===== src/rtl/rename.sv =====
// -----------------------------------------------------------------------------
// rename -- register rename stage.
//
// Purpose:
//   Maps the architectural sources and destination of one uop per cycle onto
//   physical register tags through a 32-entry rename map table (RAT). It also
//   reads the operand values and busy bits for the source tags, and writes one
//   filled entry per cycle into the reservation station.
//
// Ports:
//   clk                  in   clock, all state on rising edge
//   rst                  in   synchronous active-high reset (overrides en)
//   en                   in   rename uop_in this cycle
//   uop_in               in   incoming uop (uop_ic.rd/rs1/rs2 are architectural)
//   busy_table_rd1_addr  out  physical tag of rs1 to the busy table
//   busy_table_data1_in  in   busy bit for rd1 address, same cycle
//   busy_table_rd2_addr  out  physical tag of rs2 to the busy table
//   busy_table_data2_in  in   busy bit for rd2 address, same cycle
//   phy_rf_rs1_addr_out  out  physical tag of rs1 to the register file
//   phy_rf_rs1_data_in   in   rs1 register value, same cycle
//   phy_rf_rs2_addr_out  out  physical tag of rs2 to the register file
//   phy_rf_rs2_data_in   in   rs2 register value, same cycle
//   res_st_wr_en_out     out  reservation-station write strobe (registered)
//   res_st_wr_addr_out   out  reservation-station entry index (registered)
//   res_st_data_out      out  reservation-station entry payload (registered)
//
// Handshake: there is no valid/ready pair. en is a one-cycle strobe that the
// stage always accepts; exactly one cycle later res_st_wr_en_out pulses with
// the filled entry. The reservation station cannot push back.
// -----------------------------------------------------------------------------

package qu_common;
  localparam int PHY_RF_ADDR_WIDTH = 6;
  localparam int RES_ST_ADDR_WIDTH = 3;

  typedef logic [PHY_RF_ADDR_WIDTH-1:0] phy_addr_t;
  typedef logic [RES_ST_ADDR_WIDTH-1:0] res_st_addr_t;
endpackage

package qu_uop;
  typedef struct packed {
    logic [31:0] pc;
    logic [9:0]  op;
    logic [4:0]  rd;
    logic [4:0]  rs1;
    logic [4:0]  rs2;
  } uop_ic_t;

  typedef struct packed {
    uop_ic_t uop_ic;
  } uop_t;

  typedef struct packed {
    logic                 valid;
    uop_t                 uop;
    qu_common::phy_addr_t rd_phy;
    qu_common::phy_addr_t rs1_phy;
    qu_common::phy_addr_t rs2_phy;
    logic [31:0]          rs1_val;
    logic [31:0]          rs2_val;
    logic                 rs1_rdy;
    logic                 rs2_rdy;
  } res_st_cell_t;
endpackage

module rename
  import qu_common::*;
  import qu_uop::*;
(
  input  logic                         clk,
  input  logic                         rst,
  input  logic                         en,
  input  uop_t                         uop_in,
  output logic [PHY_RF_ADDR_WIDTH-1:0] busy_table_rd1_addr,
  input  logic                         busy_table_data1_in,
  output logic [PHY_RF_ADDR_WIDTH-1:0] busy_table_rd2_addr,
  input  logic                         busy_table_data2_in,
  output logic [PHY_RF_ADDR_WIDTH-1:0] phy_rf_rs1_addr_out,
  input  logic [31:0]                  phy_rf_rs1_data_in,
  output logic [PHY_RF_ADDR_WIDTH-1:0] phy_rf_rs2_addr_out,
  input  logic [31:0]                  phy_rf_rs2_data_in,
  output logic                         res_st_wr_en_out,
  output res_st_addr_t                 res_st_wr_addr_out,
  output res_st_cell_t                 res_st_data_out
);

  localparam int        P         = 1 << PHY_RF_ADDR_WIDTH;
  // Tags 0..31 are the identity mapping held by the RAT after reset, so fresh
  // tags are handed out only from the upper range.
  localparam phy_addr_t FIRST_TAG = phy_addr_t'(32);
  localparam phy_addr_t LAST_TAG  = phy_addr_t'(P - 1);

  phy_addr_t    rat_q [32];
  phy_addr_t    alloc_ptr_q, alloc_ptr_d;
  res_st_addr_t rs_ptr_q;
  logic         wr_en_q;
  res_st_addr_t wr_addr_q;
  res_st_cell_t data_q, data_d;

  phy_addr_t    rs1_phy, rs2_phy;
  logic         alloc;

  // Sources read the RAT as it stands before this cycle's destination write,
  // which is what gives rs == rd inside one uop the older mapping.
  assign rs1_phy = rat_q[uop_in.uop_ic.rs1];
  assign rs2_phy = rat_q[uop_in.uop_ic.rs2];

  assign busy_table_rd1_addr = rs1_phy;
  assign busy_table_rd2_addr = rs2_phy;
  assign phy_rf_rs1_addr_out = rs1_phy;
  assign phy_rf_rs2_addr_out = rs2_phy;

  // x0 never gets a tag: it stays hard-wired to physical register 0.
  assign alloc = en && (uop_in.uop_ic.rd != 5'd0);

  always_comb begin
    alloc_ptr_d = alloc_ptr_q;
    if (alloc) begin
      alloc_ptr_d = (alloc_ptr_q == LAST_TAG) ? FIRST_TAG
                                              : alloc_ptr_q + phy_addr_t'(1);
    end
  end

  // Idle cycles keep the previous payload but drop its valid bit.
  always_comb begin
    data_d       = data_q;
    data_d.valid = 1'b0;
    if (en) begin
      data_d.valid   = 1'b1;
      data_d.uop     = uop_in;
      data_d.rd_phy  = alloc ? alloc_ptr_q : phy_addr_t'(0);
      data_d.rs1_phy = rs1_phy;
      data_d.rs2_phy = rs2_phy;
      if (uop_in.uop_ic.rs1 == 5'd0) begin
        data_d.rs1_val = 32'd0;
        data_d.rs1_rdy = 1'b1;
      end else begin
        data_d.rs1_val = phy_rf_rs1_data_in;
        data_d.rs1_rdy = !busy_table_data1_in;
      end
      if (uop_in.uop_ic.rs2 == 5'd0) begin
        data_d.rs2_val = 32'd0;
        data_d.rs2_rdy = 1'b1;
      end else begin
        data_d.rs2_val = phy_rf_rs2_data_in;
        data_d.rs2_rdy = !busy_table_data2_in;
      end
    end
  end

  always_ff @(posedge clk) begin
    if (rst) begin
      for (int i = 0; i < 32; i++) begin
        rat_q[i] <= phy_addr_t'(i);
      end
      alloc_ptr_q <= FIRST_TAG;
      rs_ptr_q    <= '0;
      wr_en_q     <= 1'b0;
      wr_addr_q   <= '0;
      data_q      <= '0;
    end else begin
      if (alloc) begin
        rat_q[uop_in.uop_ic.rd] <= alloc_ptr_q;
      end
      alloc_ptr_q <= alloc_ptr_d;
      wr_en_q     <= en;
      data_q      <= data_d;
      if (en) begin
        wr_addr_q <= rs_ptr_q;
        // R is a power of two, so the natural wrap is R-1 -> 0.
        rs_ptr_q  <= rs_ptr_q + res_st_addr_t'(1);
      end
    end
  end

  assign res_st_wr_en_out   = wr_en_q;
  assign res_st_wr_addr_out = wr_addr_q;
  assign res_st_data_out    = data_q;

endmodule


===== config.mk =====
export PLATFORM = sky130hd
export DESIGN_NAME = rename
export DESIGN_NICKNAME = d
export VERILOG_FILES = /design/src/rtl/rename.sv
export SDC_FILE = /design/constraint.sdc
export NUM_CORES = 1
export LEC_CHECK = 0
export CORE_MARGIN = 2
export CORE_UTILIZATION = 55
export CTS_BUF_LIST = sky130_fd_sc_hd__clkbuf_8
export DETAILED_ROUTE_END_ITERATION = 8
export PLACE_DENSITY = 0.83
export SLEW_MARGIN = 20
export SYNTH_ARGS = -nofsm -noshare
export SYNTH_HDL_FRONTEND = slang
export SYNTH_SLANG_ARGS = --single-unit

===== constraint.sdc =====
create_clock -name clk -period 2.1 [get_ports clk]
set_clock_uncertainty 0.1 [all_clocks]
set_input_delay 0.21 -clock clk [delete_from_list [all_inputs] [get_ports clk]]
set_output_delay 0.21 -clock clk [all_outputs]
set_load 0.005 [all_outputs]

==> summary.md <==
| Metric | Value |
|---|---|
| EDFF count, synth | 192 |
| Critical path type | reg -> out |
| Number of nets in the layout | 1,942 |
| Hold Path Class | in -> reg |
| Peak supply drop | 0.000864 V |
| Unrepaired setup endpoints after global routing | true |
| Failing checks | setup timing |
| First-pass GRT wire length | 78,900 um |
| Fmax achieved | 394 MHz |
| Vias | 13,500 |
| Die area | 30,800 um^2 |
| Status | finished with violations |
| Ports | 296 |
| Iter 0 DRT Violations | 1,583 |
| GP Congestion | 0.964 |
| Yosys top cell by area | edfxtp_1 |
| CTS tree | yes |
| Fin worst setup slack | -0.435 ns |
| Pre-antenna DRT Iters | 5 |
| FF+latch count, synth | 346 |
| Register share of total power | 0.471 |
| Number of buffers created by CTS | 56 |
| Vias in the first global route | 13,800 |
| Ys flop type | edfxtp_1 |
| Overall overflow remaining after global route | 0 |
| Wire per inst | 23.6 um |
| Synth Area in XOR/XNOR | 0.00325 |
| Pint | 12,100 uW |
| Initial core utilization | 0.560 |
| Total GRT Usage | 0.334 |
| Share of layout cells above drive strength 1 | 0.202 |
| Worst EP arrival | 2.23 ns |
| Via density | 6.02 |
| Area Growth Syn to Fin | 36.8% |
| Core ar. | 28,900 um^2 |
| Most common cell after layout, fill and taps aside | clkdlybuf4s50_1 |
| Post-synthesis mux area share | 0.157 |
| Clock share of power | 0.369 |
| Mean Syn Cell Area | 11.1 um^2 |
| Post-synthesis sequential area ratio | 0.547 |
| Largest family of logic cells by synthesized area | multiplexers |
| CTS Root Buffer Type | clkbuf_8 |
| Synth Area in Compound Gates | 0.0999 |
| Comb power frac | 0.160 |
| Synth warn | 0 |
| Inst Count DP | 2,110 |
| Period utilisation layout | 1.21 |
| FF-to-FF setup slack | 0.01 ns |
| Final Max Tran Viols | 0 |
| # setup viols final | 24 |
| Row cnt | 62 |
| Simple-gate share of the synthesized area | 0.151 |
| Residual DRC | 0 |
| Crit start category | flip-flop |
| Max Cap Viol | 0 |
| Post-Layout Cell Count | 2,238 |
| Synth Area in Adders | 0.00155 |
| Antenna-violating nets left | 0 |
| Hpwl dp | 36,500 um |
| Clk buf depth | 3 |
| Net Switching | 4170 uW |
| Ys async rst share | 0 |
| Worst slew margin | 0.579 |
| Hold Fails Final Rpt | 0 |
| Largest net degree at the start of global routing | 141 |
| CP Max Fanout | 2 |
| Die Y | 175 um |
| Clk sink count | 346 |
| PortBufs | 295 |
| WP data required | 1.79 ns |
| Synth area leaders | edfxtp_1, dfxtp_1, mux2i_1 |
| Initial antenna violation count | 0 |
| Commonest cells after routing, fill and taps aside | clkdlybuf4s50_1, mux2i_1, nor2_1 |
| Post-route minimum period | 2.54 ns |
| Switching portion of total power | 0.256 |
| Top cell type's share of synthesized area | 0.357 |
| Clock slew at reported path FFs | 0.07 ns |
| Worst-margin pin slew | 0.632 ns |
| Pleak | 0.00864 uW |
| Post-synth cell types | 33 |
| Syn Inst Count | 1,456 |
| Hold_ws | 0.0823 ns |
| Pwr dens | 735 nW/um^2 |
| Width of the die | 175 um |
| Worst skew pair latency | 0.59 ns |
| CP endpoint kind | output port |
| Post-synthesis cell area | 16,200 um^2 |
| Htree depth | 2 |
| Final wirelength | 52,900 um |
| Core Util, Final | 0.767 |
[registers in the layout (all words and copies together) (netlist names)]
register,cells
res_st_wr_addr_out,3
rat_q,192
res_st_wr_en_out,1
res_st_data_out,141
alloc_ptr_q,6
rs_ptr_q,3
[final cells by class]
class	instances	area, um^2
multi-input combinational	970	7220
clock buffer	62	853
timing repair buffer	439	4440
clock inverter	34	274
antenna	2	5.00
fill	1786	6740
tap	384	480
sequential	346	8850
inverter	1	3.75
[worst max-delay path, cell delays in order (launching register included)]
cell	delay, ns
edfxtp_1	0.38
mux2i_2	0.11
a22oi_2	0.24
a21oi_2	0.12
nor4_4	0.37
buf_4	0.20
buf_6	0.10
buf_6	0.09
[path summary, 6_finish.rpt]
check | startpoint | endpoint | cells past startpoint
setup / recovery | rat_q[11][1]$_SDFFCE_PN1P_ | busy_table_rd2_addr[1] | 7
hold / removal | busy_table_data2_in | res_st_data_out[0]$_SDFFE_PP0P_ | 2
setup reg to reg | rat_q[9][3]$_SDFFCE_PN1P_ | res_st_data_out[75]$_SDFFE_PP0P_ | 10
hold reg to reg | res_st_data_out[94]$_SDFFE_PP0P_ | res_st_data_out[94]$_SDFFE_PP0P_ | 2
[cells in the mapped netlist, types with 6 or more instances]
cell / instances
nor2b_1: 6
and2_1: 108
buf_4: 19
or2_2: 33
edfxtp_1: 192
dfxtp_1: 154
a21oi_1: 51
nand2_1: 11
mux2i_1: 253
or3_1: 83
a22oi_1: 164
o21a_1: 13
nor2_1: 202
buf_2: 20
nor4_1: 14
clkbuf_1: 100
[routing by layer]
metal | track usage | wire length, um | share of wire
met4 | 0.135 | 2160 | 0.041
met1 | 0.406 | 19600 | 0.37
met5 | 0 | 0 | 0
met2 | 0.576 | 26300 | 0.50
met3 | 0.0727 | 4780 | 0.090
[timing repair]
item	4_1_cts	5_1_grt
endpoints found under the hold margin	2	0
gates resized for setup	202	40
hold buffers	3	0
setup endpoints to repair	24	26
pin swaps	67	26
setup buffers	25	8
[metrics by stage]
step	setup TNS (ns)	area, um^2	setup slack [ns]	power, uW
3_3_place_gp	-51.98	20200	-0.970	10000
2_1_floorplan	0	16200	0.149	8800
5_1_grt	-8.56	22100	-0.455	16800
4_1_cts	-6.46	21900	-0.363	16200
3_5_place_dp	-59.25	20200	-0.975	10100
6_report	-7.29	22100	-0.435	16300
[power by group through the flow]
stage / Combinational, uW / Clock (uW) / Sequential [uW]
global placement: 2280 / 0 / 7750
floorplan: 1050 / 0 / 7750
global route: 2730 / 6340 / 7690
finish: 2610 / 6000 / 7660
detailed placement: 2320 / 0 / 7780
CTS: 2500 / 6000 / 7650
[logic make-up after synthesis]
| kind of cell | Yosys count |
|---|---|
| adder cells (fa/ha/maj) | 2 |
| other | 1 |
| AND/OR/NAND/NOR | 471 |
| multiplexers | 253 |
| flip-flops | 346 |
| XOR/XNOR | 6 |
| buffers and inverters | 145 |
| AO/OA/AOI/OAI | 232 |
(Power assumes the default switching activity.)
